**config.mk**
```make
export PLATFORM = sky130hd
export DESIGN_NAME = timer_share_ctrl
export DESIGN_NICKNAME = d
export VERILOG_FILES = /design/src/rtl/timer_share_ctrl_pkg.sv /design/src/rtl/timer_share_ctrl_rr_arbiter.sv /design/src/rtl/timer_share_ctrl.sv
export SDC_FILE = /design/constraint.sdc
export NUM_CORES = 1
export LEC_CHECK = 0
export CORE_MARGIN = 2
export CORE_UTILIZATION = 41
export CTS_CLUSTER_SIZE = 8
export DETAILED_ROUTE_END_ITERATION = 12
export PLACE_DENSITY = 0.73
export SETUP_SLACK_MARGIN = 0.02
export SLEW_MARGIN = 20
export SYNTH_ARGS = -nofsm -noshare
export SYNTH_HDL_FRONTEND = slang
export SYNTH_SLANG_ARGS = --single-unit
```
**constraint.sdc**
```tcl
create_clock -name clk -period 1.8 [get_ports clk]
set_input_delay 0.36 -clock clk [delete_from_list [all_inputs] [get_ports clk]]
set_output_delay 0.36 -clock clk [all_outputs]
set_load 0.005 [all_outputs]
```
**src/rtl/timer_share_ctrl_pkg.sv**
```systemverilog
// ---------------------------------------------------------------------------
// timer_share_ctrl_pkg
// Shared definitions for the shared-timer sequencer:
//   state_t  - sequencer states (IDLE, RUN, DONE)
//   onehot() - one-hot decode of a requester index, MAX_REQ bits wide;
//              callers keep the low NREQ bits.
// ---------------------------------------------------------------------------
package timer_share_ctrl_pkg;

  localparam int MAX_REQ = 32;

  typedef enum logic [1:0] {
    IDLE = 2'd0,
    RUN  = 2'd1,
    DONE = 2'd2
  } state_t;

  function automatic logic [MAX_REQ-1:0] onehot(input int unsigned idx);
    onehot = MAX_REQ'(1) << idx;
  endfunction

endpackage

```
**src/rtl/timer_share_ctrl_rr_arbiter.sv**
```systemverilog
// ---------------------------------------------------------------------------
// rr_arbiter
// Purely combinational round-robin selector. The search starts at ptr and
// wraps around, so the requester at ptr has the highest priority.
// Ports:
//   req     in  NREQ  request vector
//   ptr     in  IW    highest-priority index
//   win     out NREQ  one-hot winner (0 when no request)
//   win_idx out IW    winner index (0 when no request)
//   any     out 1     at least one request present
// ---------------------------------------------------------------------------
module rr_arbiter #(
  parameter int NREQ = 4,
  parameter int IW   = (NREQ > 1) ? $clog2(NREQ) : 1
) (
  input  logic [NREQ-1:0] req,
  input  logic [IW-1:0]   ptr,
  output logic [NREQ-1:0] win,
  output logic [IW-1:0]   win_idx,
  output logic            any
);

  always_comb begin : search
    int          s;
    logic [IW-1:0] c;
    win     = '0;
    win_idx = '0;
    any     = 1'b0;
    s       = 0;
    c       = '0;
    for (int k = 0; k < NREQ; k++) begin
      s = int'(ptr) + k;
      if (s >= NREQ) s = s - NREQ;
      c = IW'(s);
      if (!any && req[c]) begin
        any     = 1'b1;
        win_idx = c;
        win[c]  = 1'b1;
      end
    end
  end

endmodule

```
**src/rtl/timer_share_ctrl.sv**
```systemverilog
// ---------------------------------------------------------------------------
// timer_share_ctrl
// Shares one N-bit up/down loadable counter among NREQ requesters. A granted
// requester gets a counting run from its start value (down: len, up: 0) to
// its end value (down: 0, up: len) and a one-cycle done pulse afterwards.
// Ports:
//   clk    in  1       clock, rising edge
//   rst_n  in  1       synchronous active-low reset
//   req    in  NREQ    request levels
//   dir    in  NREQ    direction per requester (1 = up, 0 = down)
//   len    in  NREQ*N  run length, requester i at [i*N +: N]
//   gnt    out NREQ    one-hot grant for the whole run (RUN and DONE)
//   done   out NREQ    one-hot completion pulse (DONE)
//   busy   out 1       state is not IDLE
//   count  out N       shared counter value
// All outputs decode registers only.
// ---------------------------------------------------------------------------
module timer_share_ctrl
  import timer_share_ctrl_pkg::*;
#(
  parameter int N    = 4,
  parameter int NREQ = 4
) (
  input  logic            clk,
  input  logic            rst_n,
  input  logic [NREQ-1:0] req,
  input  logic [NREQ-1:0] dir,
  input  logic [NREQ*N-1:0] len,
  output logic [NREQ-1:0] gnt,
  output logic [NREQ-1:0] done,
  output logic            busy,
  output logic [N-1:0]    count
);

  localparam int IW = (NREQ > 1) ? $clog2(NREQ) : 1;

  state_t        state, state_n;
  logic [N-1:0]  cnt, cnt_n;
  logic [IW-1:0] owner, owner_n;
  logic [IW-1:0] ptr, ptr_n;
  logic          dir_q, dir_n;
  logic [N-1:0]  end_q, end_n;

  logic [NREQ-1:0] win;
  logic [IW-1:0]   win_idx;
  logic            any;
  logic [N-1:0]    len_a [NREQ];
  logic [N-1:0]    len_w;
  logic [MAX_REQ-1:0] owner_oh;

  for (genvar i = 0; i < NREQ; i++) begin : g_len
    assign len_a[i] = len[i*N +: N];
  end

  rr_arbiter #(.NREQ(NREQ), .IW(IW)) u_arb (
    .req     (req),
    .ptr     (ptr),
    .win     (win),
    .win_idx (win_idx),
    .any     (any)
  );

  assign len_w = len_a[win_idx];

  always_comb begin
    state_n = state;
    cnt_n   = cnt;
    owner_n = owner;
    ptr_n   = ptr;
    dir_n   = dir_q;
    end_n   = end_q;
    unique case (state)
      IDLE: begin
        if (any) begin
          owner_n = win_idx;
          dir_n   = dir[win_idx];
          end_n   = dir[win_idx] ? len_w : '0;
          cnt_n   = dir[win_idx] ? '0 : len_w;
          // Pointer moves past the owner at grant time, so an aborted run
          // still hands priority on.
          ptr_n   = (win_idx == IW'(NREQ - 1)) ? '0 : win_idx + 1'b1;
          state_n = RUN;
        end
      end
      RUN: begin
        // Abort wins over completion.
        if (!req[owner]) begin
          state_n = IDLE;
        end else if (cnt == end_q) begin
          state_n = DONE;
        end else begin
          cnt_n = dir_q ? cnt + 1'b1 : cnt - 1'b1;
        end
      end
      DONE: state_n = IDLE;
      default: state_n = IDLE;
    endcase
  end

  always_ff @(posedge clk) begin
    if (!rst_n) begin
      state <= IDLE;
      cnt   <= '0;
      owner <= '0;
      ptr   <= '0;
    end else begin
      state <= state_n;
      cnt   <= cnt_n;
      owner <= owner_n;
      ptr   <= ptr_n;
    end
  end

  // Run parameters are only meaningful in RUN/DONE, after a load.
  always_ff @(posedge clk) begin
    dir_q <= dir_n;
    end_q <= end_n;
  end

  assign owner_oh = onehot(32'(owner));
  assign gnt      = (state != IDLE) ? owner_oh[NREQ-1:0] : '0;
  assign done     = (state == DONE) ? owner_oh[NREQ-1:0] : '0;
  assign busy     = (state != IDLE);
  assign count    = cnt;

endmodule

```
==> impl_metrics.toml <==
[run_status]
outcome = "finished, final reports clean"

[yosys]
synth_largest_area_cell = "dfxtp_1"
synthTopCellsByCount = "nor2_1, o21ai_0, dfxtp_1, nand3_1"
netlist_top_cells_area = "dfxtp_1, edfxtp_1, mux2i_1, xnor2_1, o21ai_0"
async_flop_share = 0
syn_nets = 162
synth_edf_count = 5
syn-cell-area_um2 = 1160
synthFlopType = "dfxtp_1"
yosys_warnings = 0
yosysUniqueCellTypes = 40
synth_most_common_cell = "nor2_1"
synth_top_area_share = 0.1726
syn_inst = 133
synth_seq_cells = 15
seq_area_frac_synth = 0.3020
postSynthAreaPerCell_um2 = 8.721

[die]
die_y_um = 57.19
core_area_um2 = 2710
die_w_um = 57.19
io_pins = 39
die-area_um2 = 3270
row_count = 19
start_util = 0.4280

[cells_and_area]
fill_cells = 223
final_layout_size_suffix_gt1_frac = 0.2990
design_area_um2 = 1858
area_growth_pct = 60.19
fin_nets = 224
n_antenna_cell = 0

[sta]
finalSetupTns_ns = 0
period_share = 0.9907
rsz0062_at_grt = "yes"
setup_violations = 0
fmax_ghz = 0.5608
maxSlewHeadroom = 0.7523
whs_ns = 0.5585
tightestPinTransition_ns = 0.3691
skew_ns = 0.004453
final_hold_viol_count = 0
period_minus_slack_ns = 1.783
final-max-slew-violation-count = 0

[global_routing]
grt_pass1_wl_um = 4767
grt_remaining_overflow = 0
grt_use_total = 0.1807
grt_max_degree = 11
grt_pass1_vias = 1159
antenna_found_initial = 0

[power]
ir_drop_uv = 723.5
power_density_nw_per_um2 = 904.5
p_leak_nw = 0.8096

[setup_path]
crit_chain = "or3b_4 -> o221ai_4 -> mux2i_1 -> mux2_4 -> inv_2 -> and3_1"
crit_path_end_kind = "register"
regToRegSetupSlack_ns = 0.02
slowest_delay_ns = 0.43
crit_path_start_kind = "register"
crit_fanout = 6
cp.arrival_ns = 1.82
cp_slowest_cell = "or3b_4"
ff2ff_path_depth = 6
worstPathRequired_ns = 1.83
regToRegEndpoint = "end_q[0]$_SDFFCE_PN0P_"
critical_path_class = "register to register"
rr_startpoint = "ptr[1]$_SDFFE_PN0P_"

[detailed_routing]
wl_um = 3244
drcViolationCount = 0
first_iter_violations = 23
vias = 1189
antenna_left = 0
first_pass_iters = 4
wl_per_cell_um = 14.42
avgViaCountPerCell = 5.284

[clock_network]
clock-sinks = 15
clkTransAtPathRegs_ns = 0.09
worstSkewPairLatency_ns = 0.27
clockBufferDepth = 2
numCtsBuffers = 3
cts_tree = "built"
cts_hold_buffers = 0
clockRootBuffer = "clkbuf_4"
cts_max_level = 1

[place]
dp_hpwl_um = 2411
port_buffers = 38
place_area_um2 = 1673
globalplace.congestion = 0.8763

[min_path]
worstHoldEndpoint = "owner[1]$_SDFFE_PN0P_"
hold_path_class = "register to register"
worstHoldStart = "owner[1]$_SDFFE_PN0P_"
hold_depth = 2

[job]
cap_violations = 0
-- layer usage --
layer	up-vias	global-route usage	part of all wire
met4	0	0.07641	0
met3	0	0.01361	0.025
li1	605	-	-
met2	22	0.3333	0.55
met5	-	0	0
met1	562	0.2143	0.42
-- worst max path at each step --
stage	from	end	slack, ns
finish	ptr[1]$_SDFFE_PN0P_	end_q[0]$_SDFFCE_PN0P_	0.02
global route	ptr[1]$_SDFFE_PN0P_	end_q[3]$_SDFFCE_PN0P_	-0.02
CTS	ptr[0]$_SDFFE_PN0P_	end_q[1]$_SDFFCE_PN0P_	0.02
detailed placement	req[2]	count[2]$_SDFFE_PN0P_	-0.56
global placement	req[1]	end_q[1]$_SDFFCE_PN0P_	-0.49
floorplan	owner[0]$_SDFFE_PN0P_	count[0]$_SDFFE_PN0P_	0.1
-- registers in the layout, summed over array words and instances, names as in the netlist --
name / flops
count: 4
dir_q: 1
end_q: 4
owner: 2
ptr: 2
state: 2
-- cells in the final DEF (no fill, tap or decap), drive strengths merged, types with 2 or more instances in the layout --
cell	netlist	final
nor2b	5	5
buf	0	21
mux2i	7	7
nor3	2	2
mux2	2	2
dlygate4sd2	0	9
o22ai	2	2
a21oi	4	4
o21a	3	3
dfxtp	10	10
ha	2	2
clkdlybuf4s50	0	26
inv	8	8
o221a	2	2
nand4	4	4
nand2b	6	6
clkbuf	1	5
a21boi	3	3
and3	3	3
o21ai	12	12
nor2	16	16
nand3	10	10
nand2	7	7
xnor2	7	7
edfxtp	5	5
-- kinds of logic after synthesis --
family          synth area share
flops                     0.3020
buf+inv                  0.02912
xor+xnor                 0.06041
fa+ha+maj                0.03883
simple gates              0.2524
mux                       0.1057
compound gates            0.2114
-- repair_timing --
item / 4_1_cts / 5_1_grt
gates cloned: 0 / 0
endpoints found under the setup margin: 20 / 10
pin swaps: 2 / 8
resized for setup: 34 / 20
buffers inserted: 2 / 6
-- critical path: cells and delay by family (launching register included) --
family | cells | cell delay, ns
buffers and inverters | 1 | 0.05
DFF | 1 | 0.39
muxes | 2 | 0.43
and+or+nand+nor | 2 | 0.56
AOI/OAI and AO/OA | 1 | 0.11
-- final cells by class --
cell class	count	area [um2]	area share
clock buffers	4	26.28	0.01414
repair buffers	58	514.2	0.2768
flip-flops and latches	15	360.3	0.1939
well taps	31	38.79	0.02088
multi-input cells	109	888.4	0.4781
inverters	8	30.03	0.01616
-- report_power, final --
part | internal, mW | switching [mW] | total [mW]
Sequential | 0.449 | 0.0837 | 0.533
Combinational | 0.522 | 0.439 | 0.962
Clock | 0.0857 | 0.101 | 0.186
-- through the flow --
step                setup WS (ns)  std cells  power, mW  utilization
floorplan                 0.09533        133      1.037            -
global placement          -0.4910        214      1.343       0.6173
detailed placement        -0.5627        214      1.367       0.6173
CTS                       0.02432        220      1.593       0.6514
global route             -0.01960        225      1.809       0.6856
finish                    0.01678        225      1.681       0.6856
Power figures use the tool's default switching activity.
